===== config.mk =====
export PLATFORM = sky130hd
export DESIGN_NAME = jk_bank_ctrl
export DESIGN_NICKNAME = d
export VERILOG_FILES = /design/src/rtl/jk_bank_ctrl.sv
export SDC_FILE = /design/constraint.sdc
export NUM_CORES = 1
export LEC_CHECK = 0
export CAP_MARGIN = 20
export CORE_ASPECT_RATIO = 1.2
export CORE_MARGIN = 5
export CORE_UTILIZATION = 45
export DETAILED_ROUTE_END_ITERATION = 8
export GPL_TIMING_DRIVEN = 0
export PLACE_DENSITY = 0.76
export SYNTH_ARGS = -nofsm -noshare
export SYNTH_HDL_FRONTEND = slang
export SYNTH_SLANG_ARGS = --single-unit

===== constraint.sdc =====
create_clock -name clk -period 5.2 [get_ports clk]
set_clock_uncertainty 0.1 [all_clocks]
set_input_delay 1.3 -clock clk [delete_from_list [all_inputs] [get_ports clk]]
set_output_delay 1.3 -clock clk [all_outputs]
set_load 0.02 [all_outputs]

===== src/rtl/jk_bank_ctrl.sv =====
`default_nettype none
// ============================================================================
// Module   : jk_bank_ctrl
// Purpose  : Round-robin controller sharing one bank of WIDTH external JK
//            flip-flops among NREQ requesters. Each request (read, reset,
//            set, toggle on one bit) is applied to the bank for exactly one
//            clock, the resulting q is sampled, and it is returned with a
//            one-cycle acknowledge.
// Ports    : clk     - clock, rising edge
//            rst     - asynchronous active-low reset
//            req     - per-requester request level, held until ack
//            op      - per-requester op, 2 bits each (00 rd,01 rst,10 set,11 tgl)
//            idx     - per-requester target bit index, IDXW bits each
//            ack     - one-hot completion pulse
//            rdata   - targeted q after the operation, valid with ack
//            err     - granted index was out of range, valid with ack
//            busy    - controller is not idle
//            gnt_id  - requester currently being served
//            jk_j    - to bank j inputs
//            jk_k    - to bank k inputs
//            jk_q    - from bank q outputs
// Revision : 1.0 - initial release
// ============================================================================
module jk_bank_ctrl #(
  parameter int NREQ  = 4,
  parameter int WIDTH = 8,
  parameter int IDXW  = $clog2(WIDTH)
) (
  input  logic                      clk,
  input  logic                      rst,
  input  logic [NREQ-1:0]           req,
  input  logic [2*NREQ-1:0]         op,
  input  logic [IDXW*NREQ-1:0]      idx,
  output logic [NREQ-1:0]           ack,
  output logic                      rdata,
  output logic                      err,
  output logic                      busy,
  output logic [$clog2(NREQ)-1:0]   gnt_id,
  output logic [WIDTH-1:0]          jk_j,
  output logic [WIDTH-1:0]          jk_k,
  input  logic [WIDTH-1:0]          jk_q
);

  localparam int GW = $clog2(NREQ);

  typedef enum logic [1:0] {
    S_IDLE  = 2'd0,
    S_APPLY = 2'd1,
    S_CAPT  = 2'd2,
    S_DONE  = 2'd3
  } state_t;

  state_t              state_q,  state_d;
  logic [GW-1:0]       ptr_q,    ptr_d;
  logic [GW-1:0]       gnt_id_q, gnt_id_d;
  logic [1:0]          op_q,     op_d;
  logic [IDXW-1:0]     idx_q,    idx_d;
  logic [NREQ-1:0]     ack_q,    ack_d;
  logic                rdata_q,  rdata_d;
  logic                err_q,    err_d;
  logic                busy_q,   busy_d;
  logic [WIDTH-1:0]    jk_j_q,   jk_j_d;
  logic [WIDTH-1:0]    jk_k_q,   jk_k_d;

  // Round-robin winner selection
  logic                found;
  logic [GW-1:0]       win_id;
  logic [1:0]          win_op;
  logic [IDXW-1:0]     win_idx;
  logic [GW:0]         cand_sum;
  logic [GW-1:0]       cand;

  always_comb begin
    found    = 1'b0;
    win_id   = '0;
    win_op   = '0;
    win_idx  = '0;
    cand_sum = '0;
    cand     = '0;
    for (int k = 0; k < NREQ; k++) begin
      // One extra bit so the modulo-NREQ wrap works for non-power-of-two NREQ
      cand_sum = {1'b0, ptr_q} + (GW+1)'(k);
      if (cand_sum >= (GW+1)'(NREQ)) begin
        cand_sum = cand_sum - (GW+1)'(NREQ);
      end
      cand = cand_sum[GW-1:0];
      // Constant-index selects: scan every requester and match the candidate
      for (int r = 0; r < NREQ; r++) begin
        if (!found && (cand == GW'(r)) && req[r]) begin
          found   = 1'b1;
          win_id  = cand;
          win_op  = op[2*r +: 2];
          win_idx = idx[IDXW*r +: IDXW];
        end
      end
    end
  end

  // Next-state and registered-output logic
  logic hit;

  always_comb begin
    state_d  = state_q;
    ptr_d    = ptr_q;
    gnt_id_d = gnt_id_q;
    op_d     = op_q;
    idx_d    = idx_q;
    ack_d    = '0;
    rdata_d  = rdata_q;
    err_d    = err_q;
    jk_j_d   = '0;
    jk_k_d   = '0;
    hit      = 1'b0;

    case (state_q)
      S_IDLE: begin
        if (found) begin
          state_d  = S_APPLY;
          gnt_id_d = win_id;
          op_d     = win_op;
          idx_d    = win_idx;
          ptr_d    = (win_id == GW'(NREQ-1)) ? '0 : win_id + GW'(1);
          // j = op[1], k = op[0]; an out-of-range index matches no bit,
          // so nothing is driven for it
          for (int i = 0; i < WIDTH; i++) begin
            if (win_idx == IDXW'(i)) begin
              jk_j_d[i] = win_op[1];
              jk_k_d[i] = win_op[0];
            end
          end
        end
      end
      S_APPLY: begin
        state_d = S_CAPT;
      end
      S_CAPT: begin
        state_d         = S_DONE;
        ack_d[gnt_id_q] = 1'b1;
        rdata_d         = 1'b0;
        for (int i = 0; i < WIDTH; i++) begin
          if (idx_q == IDXW'(i)) begin
            hit     = 1'b1;
            rdata_d = jk_q[i];
          end
        end
        err_d = ~hit;
      end
      S_DONE: begin
        state_d = S_IDLE;
      end
      default: begin
        state_d = S_IDLE;
      end
    endcase

    busy_d = (state_d != S_IDLE);
  end

  always_ff @(posedge clk or negedge rst) begin
    if (!rst) begin
      state_q  <= S_IDLE;
      ptr_q    <= '0;
      gnt_id_q <= '0;
      op_q     <= '0;
      idx_q    <= '0;
      ack_q    <= '0;
      rdata_q  <= 1'b0;
      err_q    <= 1'b0;
      busy_q   <= 1'b0;
      jk_j_q   <= '0;
      jk_k_q   <= '0;
    end else begin
      state_q  <= state_d;
      ptr_q    <= ptr_d;
      gnt_id_q <= gnt_id_d;
      op_q     <= op_d;
      idx_q    <= idx_d;
      ack_q    <= ack_d;
      rdata_q  <= rdata_d;
      err_q    <= err_d;
      busy_q   <= busy_d;
      jk_j_q   <= jk_j_d;
      jk_k_q   <= jk_k_d;
    end
  end

  assign ack    = ack_q;
  assign rdata  = rdata_q;
  assign err    = err_q;
  assign busy   = busy_q;
  assign gnt_id = gnt_id_q;
  assign jk_j   = jk_j_q;
  assign jk_k   = jk_k_q;

endmodule
`default_nettype wire


After elaboration in Yosys (flattened, before gate mapping). Cells that the tools add are included.

Register bits after elaboration: 32. Output and inout bits: 25. Bits in writable memories: 0. Latch bits: 0. Memory bits (read-only): 0. Memories: 0.

Divide/modulo/power cells: 0. Equality and inequality tests: 30. Bitwise logic cells: 1. $add $sub $neg: 8. Multipliers: 0. $lt $le $gt $ge: 6. Shift operators: 0. Multiplexer cells: 111. Reductions and logical operators: 56.

Operators by type and width (number): $mux W2 (38); $mux W1 (50); $mux W3 (16); $logic_and A1 B1 Y1 (32); $mux W8 (4); $eq A3 B3 Y1 const B (8); $eq A2 B2 Y1 const B (11); $logic_not A1 Y1 (15); $eq A3 B2 Y1 const B (4); $eq A2 B1 Y1 const B (5); $logic_not A2 Y1 (5); $ge A3 B3 Y1 const B (3); $pmux W2 S4 (1); $sub A2 B1 Y2 const B (4); $add A2 B2 Y3 const B (2); $eq A3 B1 Y1 const B (2); $logic_not A3 Y1 (2); $mux W4 (1); $add A2 B1 Y3 const B (1); $ge A2 B3 Y1 const B (1); $lt A2 B3 Y1 const B (1); $add A2 B1 Y2 const B (1); $demux W1 S2 (1); $ge A2 B1 Y1 const B (1); 3 further kinds (3).

Depth between registers and ports, before layout. Gate-level depths: netlist of run 1.

Depth in word-level cells: 69. Mapped depth: 12. Mapped depth without buffers: 9.

Worst setup path before layout of run 1. Ideal clock, no wire load.

Path type: input port to flip-flop. Start point: in req[2]. End point: reg jk_k_q[4], in the netlist jk_k[4]. Setup time: 101 ps. Cell stages on the path: 10. Data required time: 4999 ps. Arrival time: 3244 ps. Slack: 1755 ps. Cells stage by stage: buf_6 -> a22o_4 -> or3_4 -> buf_6 -> nor3_4 -> a21oi_1 -> a221o_1 -> and3_4 -> buf_6 -> nor4_1.

Word-level cells in the longest chain between the ends: 58. Elaborated cells on any way between the ends: 86. Classes of those cells: eq/ne: 1; mux: 45; reduce/logical: 40.

RTL lines: start, declared (line 31) `input logic [NREQ-1:0] req,`; $logic_and A1 B1 Y1 (line 89) `if (!found && (cand == GW'(r)) && req[r]) begin`; $mux W1 (line 89); $logic_not A1 Y1 (line 89); $logic_and A1 B1 Y1 (2 in series) (line 89); $mux W1 (line 89); $logic_not A1 Y1 (line 89); $logic_and A1 B1 Y1 (2 in series) (line 89); $mux W1 (line 89); (+40 left out); $logic_not A1 Y1 (line 89); $logic_and A1 B1 Y1 (2 in series) (line 89); $mux W3 (line 89); $eq A3 B3 Y1 (line 126) `if (win_idx == IDXW'(i)) begin`; $mux W1 (line 126); $mux W8 * (line 117) `if (found) begin`; $mux W8 * (line 115) `case (state_q)`; via jk_k_d[4] (line 63) `logic [WIDTH-1:0] jk_k_q, jk_k_d;`; end signal, assigned (line 183) `jk_k_q <= jk_k_d;`; end, declared (line 63).

Mark *: on every way through the listed nets, which the timed path passes. The rest lies on a longest branch. A chain may end at the register's enable or synchronous reset.

Worst setup path after layout of run 1.
Start point: in req[0]. End point: reg jk_j_q[2], in the netlist jk_j[2].

Word-level cells in the longest chain between the ends: 66. Elaborated cells on any way between the ends: 98. Classes of those cells: eq/ne: 1; mux: 51; reduce/logical: 46.

RTL lines: $logic_and A1 B1 Y1 (line 89); $mux W1 (line 89); $logic_not A1 Y1 (line 89); $logic_and A1 B1 Y1 (2 in series) (line 89); $mux W1 (line 89); $logic_not A1 Y1 (line 89); $logic_and A1 B1 Y1 (2 in series) (line 89); $mux W1 (line 89); (+48 left out); $logic_not A1 Y1 (line 89); $logic_and A1 B1 Y1 (2 in series) (line 89); $mux W3 (line 89); $eq A3 B2 Y1 (line 126); $mux W1 (line 126); $mux W8 * (line 117); $mux W8 * (line 115); via jk_j_d[2] (line 62) `logic [WIDTH-1:0] jk_j_q, jk_j_d;`; end signal, assigned (line 182) `jk_j_q <= jk_j_d;`; end, declared (line 62).

Marked as above.

==> results by group, run 1 <==
Outcome
  – Status: finished, final reports clean

Critical path
  – Critical path's largest stage delay: 0.76 ns
  – WS Path Type: in -> reg
  – Crit path cell chain: clkdlybuf4s50_1, and2_1, clkbuf_1, nor4_1, a21boi_0, o31ai_1, nand4_1, nand4_1, nor4_1
  – CP top delay family: simple AND/OR/NAND/NOR gates
  – Buf/Inv on CP: 2
  – Worst setup EP type: flip-flop
  – Worst reg-to-reg path cell count: 10
  – Critical-path maximum fanout: 8
  – Worst r2r dst: jk_j[2]$_DFF_PN0_
  – CP Data Arrival Time: 4.21 ns
  – CP max stage cell: nor4_1
  – Worst setup SP type: input port
  – Critical Path RT: 5.26 ns
  – Cell count along the critical path: 9
  – Reg2Reg Setup Slack: 1.73 ns

Cells and area
  – Fraction of layout cells with a size suffix above 1: 0.100
  – Area Overhead vs Synth: 29.1%
  – Area of the multi-input gates: 1720 um^2
  – ANT cells: 0
  – Fin area: 3470 um^2
  – Fillers: 549
  – Reg area: 801 um^2
  – Final layout net count: 431
  – Final core utilization: 0.605

STA
  – Hold Violations, Final: 0
  – # setup viols final: 0
  – Setup_tns: 0 ns
  – Worst slew pin tran: 0.844 ns
  – Tmin final: 4.15 ns
  – Achievable clock frequency: 241 MHz
  – WHS: 0.400 ns
  – Rel. slew slack: 0.432
  – Final period util: 0.798
  – Max Slew Vio Count: 0
  – RSZ-0062 raised after global routing: false

Synth
  – Synth cell types: 65
  – Cell Area, Synth: 2690 um^2
  – Most frequent cell after synthesis: nand2_1
  – Ys flop type: dfrtp_1
  – YS warnings: 0
  – Largest area contributor in the netlist: dfrtp_1
  – Synth top area share: 0.298
  – Seq/Total Area, Yosys: 0.298
  – Synth area leaders: dfrtp_1 (30%), nand2_1 (5.3%), nor4_1 (4.4%), o21ai_0 (4.1%), nand3_1 (3.9%)
  – Mapped Cells: 325
  – #FFs+latches synth: 32
  – Post-synth net total: 366
  – Synth top cells by count: nand2_1 (38), dfrtp_1 (32), o21ai_0 (22), nand3_1 (21), nor4_1 (19)
  – Synth async-reset ratio: 1.00
  – Syn avg cell area: 8.28 um^2
  – Number of synthesized flops with an enable pin: 0

Power and ir drop
  – Pwr Density: 592 nW/um^2
  – Leakage: 1.35 nW
  – Total power: 2.06 mW
  – Max VDD drop: 265 uV

Clock network
  – Clk buf depth: 2
  – TritonCTS clock tree: yes
  – Clock sinks: 32
  – CTS clk-pin slew, worst paths: 0.06 ns
  – H-tree lvl count: 2
  – Root buffer cell: clkbuf_8
  – Post-CTS Hold Fix Bufs: 0
  – PostCTS Resize Cnt: 0
  – # Post-CTS Setup Buffers: 0
  – Latest clock arrival within the worst-skew pair: 0.28 ns
  – CTS Buf Count: 5

Floorplan
  – Initial Util: 0.468
  – DIE HEIGHT: 94.7 um
  – CORE AREA: 5740 um^2
  – Rows: 30
  – # IOs: 59
  – Die area: 7630 um^2
  – Die width: 80.6 um

GRT
  – Largest net degree at the start of global routing: 23
  – Gr usage total: 0.241
  – Wire length of the first global-routing pass: 14.2 mm
  – Vias in the first global route: 2857
  – Initial antenna violation count: 0
  – Grt total ovfl: 0

Placed design
  – DP Wirelength: 6.83 mm
  – Final Wtd Congestion: 1.04
  – DP Area: 3380 um^2
  – Port buffer count: 57

Job
  – MaxCap Viol Count: 0

Drt
  – Wire length per cell: 18.4 um
  – DRC: 0
  – Initial DRT Pass Iterations: 5
  – DR vias/cell: 6.22
  – Post-Route WL: 8.65 mm
  – Vias after detailed routing: 2923
  – Final ANT Viol Nets: 0
  – Iter 0 DRT Violations: 157

Min path
  – Worst Hold Class: reg -> reg
  – Hold Startpoint: err$_DFFE_PN0P_
  – WHS Path Cells: 1
  – Worst hold path endpoint: err$_DFFE_PN0P_
power breakdown:
group,internal [mW],total [mW],switching [mW]
Clock,0.118,0.199,0.0814
Combinational,0.583,1.49,0.908
Sequential,0.321,0.366,0.0452
Total,1.02,2.06,1.03
kinds of logic after synthesis:
family                     after synthesis  synth area share
adders and majority gates                7            0.0326
and+or+nand+nor                        150             0.309
xor gates and xnor gates                 1           0.00326
buffers and inverters                   31            0.0633
muxes                                    6            0.0316
DFF                                     32             0.298
AOI/OAI and AO/OA                       98             0.262
flip-flops by register name (all words and copies together) (netlist names), 2 cells and up, named ones only:
| signal | count |
|---|---|
| idx_q | 3 |
| jk_k | 8 |
| state_q | 2 |
| jk_j | 8 |
| gnt_id | 2 |
| ack | 4 |
worst reg2reg max path: cells and delay by family, from the launching register on:
kind / cells / cell delay (ns)
and+or+nand+nor: 5 / 1.78
DFF: 1 / 0.46
AOI/OAI and AO/OA: 2 / 0.38
buffers and inverters: 2 / 0.33
adders and majority gates: 1 / 0.29
cell type report:
type	instances	share of cell area
sequential	32	0.231
inverter	5	0.00541
clock buffer	7	0.0277
timing repair buffer	58	0.169
tap	80	0.0288
buffer	26	0.0436
multi-input combinational	262	0.495
metal layers:
metal	up-vias	part of all wire	global-route usage
li1	1381	-	-
met2	177	0.49	0.416
met4	0	0.043	0.146
met5	-	0	0
met3	33	0.085	0.0334
met1	1332	0.38	0.280
placed cells by master (no fill, tap or decap), drive strengths merged, types with 3 or more instances in the layout:
| master | Yosys | final |
|---|---|---|
| a21boi | 4 | 4 |
| a21o | 3 | 3 |
| a21oi | 10 | 10 |
| a221oi | 3 | 3 |
| a22o | 5 | 5 |
| a22oi | 8 | 8 |
| a31oi | 4 | 4 |
| a32oi | 5 | 5 |
| and2 | 11 | 11 |
| and3 | 9 | 9 |
| buf | 14 | 15 |
| clkbuf | 12 | 19 |
| clkdlybuf4s50 | 0 | 57 |
| dfrtp | 32 | 32 |
| ha | 7 | 7 |
| inv | 5 | 5 |
| mux2i | 4 | 4 |
| nand2 | 39 | 39 |
| nand3 | 21 | 21 |
| nand3b | 4 | 4 |
| nand4 | 7 | 7 |
| nor2 | 18 | 18 |
| nor3 | 7 | 7 |
| nor4 | 20 | 20 |
| o211ai | 6 | 6 |
| o21ai | 22 | 22 |
| o22a | 3 | 3 |
| o22ai | 3 | 3 |
| o31ai | 3 | 3 |
| or3 | 4 | 4 |
per-stage QoR:
stage / setup slack [ns] / instances
CTS: 1.12 / 470
floorplan: 1.76 / 325
global placement: 0.882 / 462
detailed placement: 0.824 / 463
global route: 0.859 / 470
finish: 1.05 / 470
how the worst max path moves through the flow:
stage / from / endpoint / slack, ns
final: req[0] / jk_j[2]$_DFF_PN0_ / 1.05
after floorplan: req[2] / jk_k[4]$_DFF_PN0_ / 1.76
after global routing: req[3] / jk_j[2]$_DFF_PN0_ / 0.86
after global placement: req[0] / jk_j[2]$_DFF_PN0_ / 0.88
after detailed placement: req[0] / jk_j[2]$_DFF_PN0_ / 0.82
after CTS: req[0] / jk_j[2]$_DFF_PN0_ / 1.12
(Power assumes the default switching activity.)
==> run 2, diff against run 1 <==
--- a/config.mk
+++ b/config.mk
@@ -11,7 +11,7 @@
 export CORE_UTILIZATION = 45
 export DETAILED_ROUTE_END_ITERATION = 8
 export GPL_TIMING_DRIVEN = 0
-export PLACE_DENSITY = 0.76
+export PLACE_DENSITY = 0.79
 export SYNTH_ARGS = -nofsm -noshare
 export SYNTH_HDL_FRONTEND = slang
 export SYNTH_SLANG_ARGS = --single-unit
==> constraint.sdc (replaced) <==
create_clock -name clk -period 3.6 [get_ports clk]
set_clock_uncertainty 0.1 [all_clocks]
set_input_delay 0.9 -clock clk [delete_from_list [all_inputs] [get_ports clk]]
set_output_delay 0.9 -clock clk [all_outputs]
set_load 0.02 [all_outputs]
==> run 2 against run 1 <==
Against the previous run: critical path type unchanged; clock power increased by 45%; wire length rose by 11%; clock-buffer cell count unchanged; combinational power is 58% higher; design area increased by 3.9%; total power is 55% higher; final cell count increased by 1.3%; register-to-register slack got worse by 1.5 ns; non-clock buffer count up 6; hold slack better by 0.0012 ns; sequential power up 46%.
==> results by group, run 2 (same netlist as run 1, synthesis figures left out) <==
Clock network
  – Clock sinks: 32
  – TritonCTS clock tree: yes
  – CTS clk-pin slew, worst paths: 0.06 ns
  – Root buffer cell: clkbuf_8
  – Clk buf depth: 2
  – H-tree lvl count: 2
  – CTS Buf Count: 5
  – Latest clock arrival within the worst-skew pair: 0.28 ns

STA
  – Final period util: 0.973
  – Achievable clock frequency: 285 MHz
  – Hold Violations, Final: 0
  – Max Slew Vio Count: 0
  – Tmin final: 3.50 ns
  – # setup viols final: 0
  – RSZ-0062 raised after global routing: true
  – Worst slew pin tran: 0.596 ns
  – Rel. slew slack: 0.601
  – WHS: 0.401 ns

Floorplan
  – Die width: 80.6 um
  – Initial Util: 0.468
  – DIE HEIGHT: 94.7 um
  – CORE AREA: 5740 um^2
  – Die area: 7630 um^2
  – # IOs: 59
  – Rows: 30

GRT
  – Gr usage total: 0.254
  – Vias in the first global route: 2924
  – Wire length of the first global-routing pass: 14.8 mm
  – Initial antenna violation count: 0
  – Largest net degree at the start of global routing: 22
  – Grt total ovfl: 0

Job
  – MaxCap Viol Count: 0

Cells and area
  – Area Overhead vs Synth: 34.0%
  – Most common cell after layout, fill and taps aside: clkdlybuf4s50_1
  – Fraction of layout cells with a size suffix above 1: 0.149
  – Final layout net count: 437
  – Most frequent cells in the layout: clkdlybuf4s50_1 (56), nand2_1 (38), dfrtp_1 (32)
  – Final core utilization: 0.628
  – ANT cells: 0
  – Fillers: 518

Power and ir drop
  – Leakage: 1.41 nW
  – Max VDD drop: 523 uV
  – Pwr Density: 882 nW/um^2
  – Total power: 3.18 mW

Drt
  – Iter 0 DRT Violations: 160
  – Detailed-routed wire length on met3: 718 um
  – Vias after detailed routing: 3028
  – Max layer used: met4
  – Post-Route WL: 9.60 mm
  – Final ANT Viol Nets: 0
  – DR vias/cell: 6.36
  – Wire length per cell: 20.2 um
  – DRC: 0
  – Wl on met1: 3.55 mm
  – Met2 Wirelength: 4.83 mm
  – Initial DRT Pass Iterations: 6

Critical path
  – WS Path Type: in -> reg
  – Crit path cell chain: clkdlybuf4s50_1, clkbuf_2, nand2_1, o21a_1, o211ai_1, a221oi_1, o31a_1, o22a_1, buf_2, nor4_1
  – CP max stage cell: clkdlybuf4s50_1
  – Critical Path Source: req[3]
  – Worst setup SP type: input port
  – Critical Path RT: 3.66 ns
  – Worst setup EP type: flip-flop
  – CP top delay family: buffers and inverters
  – Critical-path maximum fanout: 10
  – Buf/Inv on CP: 3
  – Critical path's largest stage delay: 0.59 ns
  – CP Data Arrival Time: 3.56 ns

Placed design
  – Final Wtd Congestion: 0.988
  – DP Wirelength: 7.49 mm
  – Port buffer count: 57

Min path
  – Worst Hold Class: reg -> reg
  – Hold Startpoint: err$_DFFE_PN0P_

Outcome
  – Status: finished, final reports clean
[run 2: cell types whose count changed in the layout (fill, tap and decap cells not counted), moves of 2 or more]
cell	previous run	this run
buf_4	0	7
nor4_1	19	13
nor4_2	1	7
buf_2	7	3
clkbuf_4	0	4
clkbuf_1	12	9
clkbuf_2	0	2
o22ai_1	3	1
o22ai_2	0	2
[run 2: worst paths after layout]
| path | slack [ns] | cells past startpoint | to |
|---|---|---|---|
| min in group asynchronous | 0.90 | 1 | busy$_DFF_PN0_ |
| min reg2reg | 0.40 | 1 | err$_DFFE_PN0P_ |
| max | 0.1 | 10 | jk_k[6]$_DFF_PN0_ |
| max reg2reg | 0.26 | 10 | jk_k[4]$_DFF_PN0_ |
| min | 0.40 | 1 | err$_DFFE_PN0P_ |
| max in group asynchronous | 2.00 | 2 | jk_j[6]$_DFF_PN0_ |
[run 2: layout make-up]
type	count	area, um^2	share of cell area
Buffer	25	160	0.0444
Multi-Input combinational cell	262	1780	0.493
Sequential cell	32	801	0.222
Tap cell	80	100	0.0278
Inverter	5	18.8	0.00520
Timing Repair Buffer	65	653	0.181
Clock buffer	7	96.3	0.0267
[run 2: worst reg2reg max path: stages, from the launching register on]
cell and delay (ns):
dfrtp_1 0.46, inv_1 0.11, ha_1 0.30, clkbuf_1 0.49, nand2_1 0.28, or3_1 0.42, a21o_1 0.17, a32oi_1 0.23
o31ai_1 0.13, a21o_2 0.30, nor4_1 0.24
[run 2: report_power, final]
group	internal (mW)	total, mW	switching (mW)
combinational	0.938	2.36	1.42
clock	0.170	0.288	0.118
sequential	0.463	0.533	0.0692
[run 2: per-stage QoR]
| stage | std cells | TNS (ns) | setup WS [ns] | area, um^2 |
|---|---|---|---|---|
| 4_1_cts | 474 | 0 | 0.0232 | 3520 |
| 5_1_grt | 476 | -0.227 | -0.0587 | 3610 |
| 3_3_place_gp | 462 | -5.82 | -0.377 | 3360 |
| 6_report | 476 | 0 | 0.0968 | 3610 |
| 2_1_floorplan | 325 | 0 | 0.555 | 2690 |
| 3_5_place_dp | 463 | -6.63 | -0.416 | 3390 |
[run 2: repair_timing]
item | in CTS | in global routing
pin swaps | 2 | 2
gates resized for setup | 2 | 18
setup buffers | 4 | 3
setup endpoints to repair | 15 | 22
gates cloned | 0 | 0
hold buffers | 0 | 0
[run 2: metal layers]
layer,up-vias,track usage
li1,1398,-
met1,1402,0.287
met2,191,0.462
met3,37,0.0219
met4,0,0.145
met5,-,0
==> run 3, diff against run 2 <==
--- a/config.mk
+++ b/config.mk
@@ -10,8 +10,9 @@
 export CORE_MARGIN = 5
 export CORE_UTILIZATION = 45
 export DETAILED_ROUTE_END_ITERATION = 8
+export DONT_BUFFER_PORTS = 1
 export GPL_TIMING_DRIVEN = 0
-export PLACE_DENSITY = 0.79
+export PLACE_DENSITY = 0.66
 export SYNTH_ARGS = -nofsm -noshare
 export SYNTH_HDL_FRONTEND = slang
 export SYNTH_SLANG_ARGS = --single-unit
==> run 3 against run 2 <==
Against the previous run: global-route usage down 0.47 points; worst setup slack better by 0.17 ns; register-to-register slack is essentially flat; via count fell by 8.4%; clock-buffer cell count decreased by 1; design area decreased by 18%; sequential power is 16% higher; critical path type is now reg -> reg.
==> results by group, run 3 (same netlist as run 1, synthesis figures left out) <==
Outcome
  – Status: finished, final reports clean

Critical path
  – Critical Path RT: 3.63 ns
  – Critical-path maximum fanout: 8
  – Worst setup EP type: flip-flop
  – WS Path Type: reg -> reg
  – Worst setup SP type: flip-flop
  – CP Data Arrival Time: 3.37 ns

STA
  – Max Slew Vio Count: 0
  – Rel. slew slack: 0.570
  – Setup_tns: 0 ns
  – Setup WS post-layout: 0.264 ns
  – WHS: 0.208 ns
  – Tmin final: 3.34 ns
  – RSZ-0062 raised after global routing: false
  – Final period util: 0.927
  – Achievable clock frequency: 300 MHz
  – # setup viols final: 0
  – Worst slew pin tran: 0.644 ns
  – Hold Violations, Final: 0

Cells and area
  – Fillers: 573
  – Final layout net count: 377
  – Reg area: 801 um^2
  – Area of the multi-input gates: 1730 um^2
  – Fraction of layout cells with a size suffix above 1: 0.136
  – Area Overhead vs Synth: 9.86%
  – ANT cells: 0
  – Most frequent cells in the layout: nand2_1 (38), dfrtp_1 (32), o21ai_0 (22)
  – Most common cell after layout, fill and taps aside: nand2_1

GRT
  – Gr usage total: 0.249
  – Grt total ovfl: 0
  – Vias in the first global route: 2747
  – Wire length of the first global-routing pass: 14.6 mm
  – Initial antenna violation count: 0
  – Largest net degree at the start of global routing: 33

Drt
  – Final ANT Viol Nets: 0
  – Iter 0 DRT Violations: 186
  – DR vias/cell: 6.65
  – Wire length per cell: 21.7 um
  – Initial DRT Pass Iterations: 5
  – DRC: 0
  – Post-Route WL: 9.04 mm
  – Vias after detailed routing: 2774

Floorplan
  – Die width: 80.6 um
  – # IOs: 59
  – Rows: 30
  – DIE HEIGHT: 94.7 um
  – CORE AREA: 5740 um^2
  – Initial Util: 0.468
  – Die area: 7630 um^2

Power and ir drop
  – Leakage: 1.17 nW
  – Pwr Density: 998 nW/um^2
  – Max VDD drop: 555 uV
  – Total power: 2.95 mW

Clock network
  – Clock sinks: 32
  – Root buffer cell: clkbuf_8
  – TritonCTS clock tree: yes
  – Latest clock arrival within the worst-skew pair: 0.28 ns
  – Clk buf depth: 2
  – H-tree lvl count: 2
  – CTS clk-pin slew, worst paths: 0.07 ns
  – CTS Buf Count: 5

Job
  – MaxCap Viol Count: 0

Min path
  – Worst Hold Class: in -> async

Placed design
  – Final Wtd Congestion: 0.921
  – Port buffer count: 0
  – DP Wirelength: 6.86 mm
  – Place WS: 0.185 ns
==> run 3: timing repair <==
item | CTS | global route
setup buffers | 0 | 4
gates resized for setup | 0 | 5
setup endpoints to repair | 0 | 13
hold buffers | 0 | 0
==> run 3: through the flow <==
step / util / std cells / area (um^2)
2_1_floorplan: - / 325 / 2690
3_3_place_gp: 0.486 / 405 / 2790
3_5_place_dp: 0.486 / 405 / 2790
4_1_cts: 0.505 / 413 / 2900
5_1_grt: 0.515 / 417 / 2960
6_report: 0.515 / 417 / 2960
==> run 3: final timing paths <==
check	startpoint	to	slack, ns	cells past startpoint
max	flip-flop	jk_j[4]$_DFF_PN0_	0.26	11
max reg2reg	flip-flop	jk_j[4]$_DFF_PN0_	0.26	11
min in group clk	idx_q[1]$_DFFE_PN0P_	idx_q[1]$_DFFE_PN0P_	0.41	2
min	rst	idx_q[0]$_DFFE_PN0P_	0.21	0
max in group asynchronous	rst	jk_j[2]$_DFF_PN0_	3.11	0
min reg2reg	idx_q[1]$_DFFE_PN0P_	idx_q[1]$_DFFE_PN0P_	0.41	2
==> run 3: power breakdown <==
| part | switching, mW | internal, mW | total [mW] |
|---|---|---|---|
| combinational | 1.22 | 0.776 | 2.00 |
| sequential | 0.155 | 0.464 | 0.619 |
| clock | 0.128 | 0.205 | 0.333 |
| total | 1.51 | 1.44 | 2.95 |
==> run 3: critical path: stages, from the launching register on <==
cell      delay (ns)
dfrtp_1         0.47
inv_1           0.10
ha_1            0.30
and2_1          0.19
clkbuf_1        0.24
or3_4           0.39
buf_6           0.15
nor3_2          0.26
a221oi_1        0.13
o31a_1          0.16
o22ai_1         0.54
nor4_1          0.15
==> run 3: area by class of cell <==
class,count,share of cell area
buffer,26,0.0521
multi-input combinational,262,0.586
sequential,32,0.271
clock inverter,2,0.0119
inverter,5,0.00635
clock buffer,6,0.0246
tap,80,0.0339
timing repair buffer,4,0.0144
==> run 3: metal layers <==
layer  track usage  routed length (um)
met5             0                   0
met4         0.169                 497
met3        0.0420                 907
met2         0.397                4080
met1         0.306                3560
